## src/rtl/branch_pkg.sv

```systemverilog
// Shared constants, types and helpers for the branch resolve unit.
// Gshare indexing is enabled with the BRANCH_GSHARE_EN macro.
package branch_pkg;

  localparam logic [6:0] OPC_BRANCH = 7'b1100011;

  localparam logic [2:0] F3_BEQ  = 3'b000;
  localparam logic [2:0] F3_BNE  = 3'b001;
  localparam logic [2:0] F3_BLT  = 3'b100;
  localparam logic [2:0] F3_BGE  = 3'b101;
  localparam logic [2:0] F3_BLTU = 3'b110;
  localparam logic [2:0] F3_BGEU = 3'b111;

  localparam logic [1:0] CNT_SNT = 2'b00;
  localparam logic [1:0] CNT_WNT = 2'b01;
  localparam logic [1:0] CNT_WT  = 2'b10;
  localparam logic [1:0] CNT_ST  = 2'b11;

  typedef enum logic [1:0] {
    CMP_EQ,
    CMP_LT,
    CMP_LTU
  } cmp_t;

  function automatic logic [1:0] ctr_next(
    input logic [1:0] cur,
    input logic       taken
  );
    logic [1:0] nxt;
    nxt = cur;
    if (taken) begin
      if (cur != CNT_ST)
        nxt = cur + 2'd1;
    end else begin
      if (cur != CNT_SNT)
        nxt = cur - 2'd1;
    end
    return nxt;
  endfunction

endpackage

```

## src/rtl/branch_resolve_unit_cond_eval.sv

```systemverilog
// Conditional branch comparator at full XLEN width.
// Flags whether the ID instruction is a resolvable branch.
module branch_cond_eval #(
  parameter int XLEN = 32
) (
  input  logic            valid,
  input  logic [6:0]      opcode,
  input  logic [2:0]      funct3,
  input  logic [XLEN-1:0] rs1,
  input  logic [XLEN-1:0] rs2,
  output logic            taken,
  output logic            is_cond_branch
);
  import branch_pkg::*;

  logic eq;
  logic lt;
  logic ltu;
  logic f3_ok;
  logic negate;
  logic raw;
  cmp_t cmp;

  assign eq  = (rs1 == rs2);
  assign lt  = ($signed(rs1) < $signed(rs2));
  assign ltu = (rs1 < rs2);

  // Decode funct3 into a base compare plus an inversion.
  always_comb begin
    cmp    = CMP_EQ;
    negate = 1'b0;
    f3_ok  = 1'b0;
    unique case (funct3)
      F3_BEQ: begin
        f3_ok = 1'b1;
      end
      F3_BNE: begin
        f3_ok  = 1'b1;
        negate = 1'b1;
      end
      F3_BLT: begin
        f3_ok = 1'b1;
        cmp   = CMP_LT;
      end
      F3_BGE: begin
        f3_ok  = 1'b1;
        cmp    = CMP_LT;
        negate = 1'b1;
      end
      F3_BLTU: begin
        f3_ok = 1'b1;
        cmp   = CMP_LTU;
      end
      F3_BGEU: begin
        f3_ok  = 1'b1;
        cmp    = CMP_LTU;
        negate = 1'b1;
      end
      default: begin
        f3_ok = 1'b0;
      end
    endcase
  end

  // Select the compare result and gate it with branch validity.
  always_comb begin
    raw = eq;
    unique case (cmp)
      CMP_LT:  raw = lt;
      CMP_LTU: raw = ltu;
      default: raw = eq;
    endcase
    is_cond_branch = valid
                   & (opcode == OPC_BRANCH)
                   & f3_ok;
    taken = is_cond_branch & (raw ^ negate);
  end

endmodule

```

## src/rtl/branch_resolve_unit.sv

```systemverilog
// Branch prediction table, ID-stage resolution and statistics.
// Define BRANCH_GSHARE_EN to XOR global history into the index.
module branch_resolve_unit
  import branch_pkg::*;
#(
  parameter int XLEN      = 32,
  parameter int BHT_DEPTH = 64,
  parameter int GHR_W     = 6,
  parameter int STAT_W    = 32,
  localparam int IDX_W    = $clog2(BHT_DEPTH)
) (
  input  logic              clk,
  input  logic              rst,
  input  logic [XLEN-1:0]   pred_pc_i,
  output logic              pred_taken_o,
  output logic [IDX_W-1:0]  pred_idx_o,
  input  logic              res_valid_i,
  input  logic [6:0]        res_opcode_i,
  input  logic [2:0]        res_funct3_i,
  input  logic [XLEN-1:0]   res_rs1_i,
  input  logic [XLEN-1:0]   res_rs2_i,
  input  logic [IDX_W-1:0]  res_idx_i,
  input  logic              res_pred_i,
  output logic              res_taken_o,
  output logic              res_mispredict_o,
  output logic [STAT_W-1:0] branch_cnt_o,
  output logic [STAT_W-1:0] mispred_cnt_o
);

  logic [1:0]       bht [BHT_DEPTH];
  logic             upd_valid;
  logic [IDX_W-1:0] upd_idx;
  logic             upd_taken;
  logic             res_is_br;
  logic [IDX_W-1:0] pc_idx;
  logic             unused_pc;

  assign pc_idx    = pred_pc_i[IDX_W+1:2];
  assign unused_pc = ^{pred_pc_i[XLEN-1:IDX_W+2],
                       pred_pc_i[1:0]};

`ifdef BRANCH_GSHARE_EN
  logic [GHR_W-1:0] ghr;

  assign pred_idx_o = pc_idx ^ IDX_W'(ghr);

  // Shift the actual outcome into history on every resolved branch.
  always_ff @(posedge clk) begin
    if (rst)
      ghr <= '0;
    else if (res_is_br)
      ghr <= {ghr[GHR_W-2:0], res_taken_o};
  end
`else
  assign pred_idx_o = pc_idx;
`endif

  assign pred_taken_o = bht[pred_idx_o][1];

  branch_cond_eval #(
    .XLEN (XLEN)
  ) u_cond (
    .valid          (res_valid_i),
    .opcode         (res_opcode_i),
    .funct3         (res_funct3_i),
    .rs1            (res_rs1_i),
    .rs2            (res_rs2_i),
    .taken          (res_taken_o),
    .is_cond_branch (res_is_br)
  );

  assign res_mispredict_o = res_is_br
                          & (res_taken_o ^ res_pred_i);

  // Capture the outcome so training happens one cycle later.
  always_ff @(posedge clk) begin
    if (rst) begin
      upd_valid <= 1'b0;
      upd_idx   <= '0;
      upd_taken <= 1'b0;
    end else begin
      upd_valid <= res_is_br;
      upd_idx   <= res_idx_i;
      upd_taken <= res_taken_o;
    end
  end

  // Counter table; reset wins over a pending training write.
  always_ff @(posedge clk) begin
    if (rst) begin
      for (int i = 0; i < BHT_DEPTH; i++)
        bht[i] <= CNT_WNT;
    end else if (upd_valid) begin
      bht[upd_idx] <= ctr_next(bht[upd_idx], upd_taken);
    end
  end

  // Saturating branch and mispredict totals.
  always_ff @(posedge clk) begin
    if (rst) begin
      branch_cnt_o  <= '0;
      mispred_cnt_o <= '0;
    end else if (res_is_br) begin
      if (branch_cnt_o != '1)
        branch_cnt_o <= branch_cnt_o + STAT_W'(1);
      if (res_mispredict_o && (mispred_cnt_o != '1))
        mispred_cnt_o <= mispred_cnt_o + STAT_W'(1);
    end
  end

endmodule

```

## config.mk

```make
export PLATFORM = sky130hd
export DESIGN_NAME = branch_resolve_unit
export DESIGN_NICKNAME = d
export VERILOG_FILES = /design/src/rtl/branch_pkg.sv /design/src/rtl/branch_resolve_unit_cond_eval.sv /design/src/rtl/branch_resolve_unit.sv
export SDC_FILE = /design/constraint.sdc
export NUM_CORES = 1
export LEC_CHECK = 0
export CAP_MARGIN = 40
export CORE_MARGIN = 4
export CORE_UTILIZATION = 55
export CTS_CLUSTER_DIAMETER = 40
export DETAILED_ROUTE_END_ITERATION = 12
export PLACE_DENSITY_LB_ADDON = 0.08
export RECOVER_POWER = 25
export SYNTH_ARGS = -nofsm -noshare
export SYNTH_HDL_FRONTEND = slang
export SYNTH_HIERARCHICAL = 1
export SYNTH_SLANG_ARGS = --single-unit
```

## constraint.sdc

```tcl
create_clock -name clk -period 11.9 [get_ports clk]
set_input_delay 2.38 -clock clk [delete_from_list [all_inputs] [get_ports clk]]
set_output_delay 2.38 -clock clk [all_outputs]
set_load 0.02 [all_outputs]
```

==> results.md <==
- Die width: 149.8 µm
- Layout cells sized above 1: 9.187%
- Min-delay src: branch_cnt_o[6]$_SDFFE_PP0P_
- Fin crit share: 69.96%
- Cts repair resizes: 0
- Core Area: 0.01959 mm²
- Clock transition at path regs: 0.07 ns
- Syn nets: approximately 1,300
- Port-buffer cells: 162
- Failing checks: max-capacitance violations, max-slew violations
- Hold Path Sink: branch_cnt_o[6]$_SDFFE_PP0P_
- RSZ-0062 raised after global routing: false
- DR vias: roughly 9,000
- Pwr Total: around 1.6 mW
- Slew headroom: -107.5%
- DRC: 0
- Worst hold stages: 2
- Share of the synthesized area in the top cell type: 34.78%
- Arrival @ worst endpoint: a little under 6 ns
- Root Driver: clkbuf_16
- CTS max path bufs: 2
- Register area share after synthesis: between 40% and 50%
- First-pass GRT wire length: roughly 47,000 µm
- DR iter-0 viols: 836
- Required @ worst endpoint: between 9 and 10 ns
- Synth Area per Inst: 10.05 µm²
- Synth top area cells: edfxtp_1 (35%), dfxtp_1 (13%), mux4_2 (7.3%)
- Gpl congestion: approximately 0.86
- Nets: 1,367
- CP max FO: 4
- CP endpoint kind: output pin
- Slew @ Worst Pin: approximately 3.1 ns
- Register-to-Register Path Depth: 9
- Ys flop type: edfxtp_1
- Synth Cell Area: approximately 0.011 mm²
- Post-synthesis mux area share: about a tenth
- Reg-to-reg startpoint: upd_idx[0]$_SDFF_PP0_
- FP Rows: 51
- Die ar.: ~0.022 mm²
- Number of global-route vias before repair: 8,902
- Simple-Gate Fraction of Synth Area: about a fifth
- Crit Path Category: input port to output pin
- VDD IR max: 0.1119 mV
- Fin Hold WS: ~0.51 ns
- Final Hold Viols: 0
- Seq cells post-synth: 200
- H-tree levels: 4
- Fin Setup TNS: 0 ns
- Cts hold-fix bufs: 0
- Detailed Routing Iterations Pass 1: 6
- Clk_skew: ~0.017 ns
- CTS tree: yes
- Post-synth top cells: edfxtp_1 (128), nand2_1 (104), nor2_1 (100)
- Tot GR Track Use: a little over a quarter
- Final Critical Period: approximately 8.3 ns
- CTS sink count: 200
- Synth Area in XOR/XNOR: 3.804%
- Post-synth ARST share: 0%
- CP startpoint kind: input port
- EDFF count, synth: between 100 and 150
- Post-CTS setup buffer count: 0
- GRT overflow: 0
- Leak: about 4.6 nW
- Final setup viols: 0
- R2r setup slk: slightly below 8 ns
- Die height: 149.8 µm
- HPWL after DPL: a little over 20,000 µm
- Final count of pins violating max slew: around 70
- Synth Area in Adders: between 4 and 5%
- Count of cell types in the netlist: slightly below 70
- Warnings from Yosys: 6
- Largest net degree at the start of global routing: 72
- Clock latency on the worst-skew pair: ~0.44 ns
- Clock buffer count from CTS: 17
- Largest family of logic cells by synthesized area: simple AND/OR/NAND/NOR gates
- Final WL: 29,470 µm
- Synth Instances: 1,100
- Core Util, Final: just under 70%
- Via/cell ratio: around 6
- Initial antenna violation count: 0
- Max frequency: approximately 120 MHz
- Area delta synth->final: 21.10%
- Initial core utilization: a little under three fifths
- Status: complete, but fails checks
- PwrDens: ~120 mW/mm²
- Cell with the most instances after synthesis: edfxtp_1
- Reg2Reg Capture Point: bht[24][1]$_SDFFCE_PN0P_
- Routed len/inst: between 15 and 20 µm
- Leading area contributor after synthesis: edfxtp_1
- I/O pin count: about 190
- Max-Cap Viols: 1
- Worst Hold Class: register to register
- Final ANT Viol Nets: 0
- Synth Area in Compound Gates: a little over 8%
## state kept, by name (all words and copies together) (netlist names)
signal and flops:
mispred_cnt_o 32, upd_valid 1, bht 128, branch_cnt_o 32, upd_idx 6, upd_taken 1
## worst max-delay path, stage by stage
cell,delay (ns)
clkdlybuf4s50_1,0.45
inv_1,0.04
ha_1,0.30
nand4_1,0.15
nor4_1,0.45
a21boi_2,0.22
o31ai_1,0.10
a311oi_2,0.23
xnor2_1,0.12
nor3_2,0.37
xor2_1,0.27
nand2_1,0.14
inv_1,0.12
clkdlybuf4s50_1,0.60
## cell families after synthesis
family / Yosys count
simple gates: 468
compound gates: 156
xor+xnor: 48
flops: 200
fa+ha+maj: 36
mux: 60
buf+inv: 132
## per-stage QoR
step           instances  instance area, µm²  setup WS [ns]
6_report            1496               13380          3.575
3_3_place_gp        1458               12720          3.512
4_1_cts             1495               13410          3.520
3_5_place_dp        1463               12770          3.560
2_1_floorplan       1100               11050          4.659
5_1_grt             1495               13380          3.317
## placed cells by master, fill, tap and decap left out, types with 4 or more instances in the layout
| cell | instances |
|---|---|
| o21ai_0 | 73 |
| ha_1 | 34 |
| edfxtp_1 | 128 |
| nor3b_1 | 6 |
| nand3_1 | 83 |
| nor2b_1 | 13 |
| or3_1 | 19 |
| mux4_2 | 36 |
| inv_1 | 46 |
| o211ai_1 | 5 |
| nor4_1 | 8 |
| nand4_1 | 21 |
| nand2_1 | 104 |
| bufinv_16 | 4 |
| mux2_2 | 6 |
| xor2_1 | 29 |
| a211oi_1 | 4 |
| a21oi_1 | 38 |
| clkbuf_1 | 4 |
| mux2i_1 | 18 |
| dlygate4sd3_1 | 64 |
| clkbuf_16 | 17 |
| inv_6 | 5 |
| and2_1 | 5 |
| and4_1 | 6 |
| nand2b_1 | 5 |
| a22oi_1 | 4 |
| clkdlybuf4s50_1 | 97 |
| nor2_1 | 100 |
| or3b_2 | 5 |
| xnor2_1 | 19 |
| a21o_1 | 4 |
| buf_4 | 17 |
| a31oi_1 | 6 |
| dfxtp_1 | 69 |
| nor3_1 | 63 |
| and3_1 | 12 |
## worst max path at each step
stage	cells after the start	startpoint	to
detailed placement	14	res_rs2_i[14]	res_mispredict_o
CTS	14	res_rs2_i[14]	res_mispredict_o
global placement	14	res_rs2_i[14]	res_mispredict_o
global route	14	res_rs2_i[7]	res_mispredict_o
finish	14	res_rs2_i[14]	res_mispredict_o
floorplan	5	pred_pc_i[2]	pred_taken_o
## routing by layer
layer  vias to the layer above  track usage, %  share of wire, %
met5                         -               0                 0
met4                         0           9.378               3.3
met3                        71           7.571                10
met2                       428           43.28                47
met1                      4250           35.74                40
li1                       4255               -                 -
## where the power goes
part | total, mW | internal (mW) | switching (mW) | leakage (nW)
clock network | 0.632 | 0.359 | 0.273 | 0.302
logic | 0.170 | 0.0745 | 0.0952 | 2.61
registers | 0.751 | 0.744 | 0.00656 | 1.69
total | 1.55 | 1.18 | 0.375 | 4.60
## final cells by class
class | instances | area [µm²]
clock inverter | 14 | 209.0
timing repair buffer | 183 | 1770
clock buffer | 18 | 429.2
fill | 1562 | 6206
sequential | 200 | 5289
tap | 265 | 331.6
multi-input combinational | 768 | 5176
inverter | 47 | 176.4
antenna | 1 | 2.502
No activity file was read; power rests on OpenSTA's default activity.
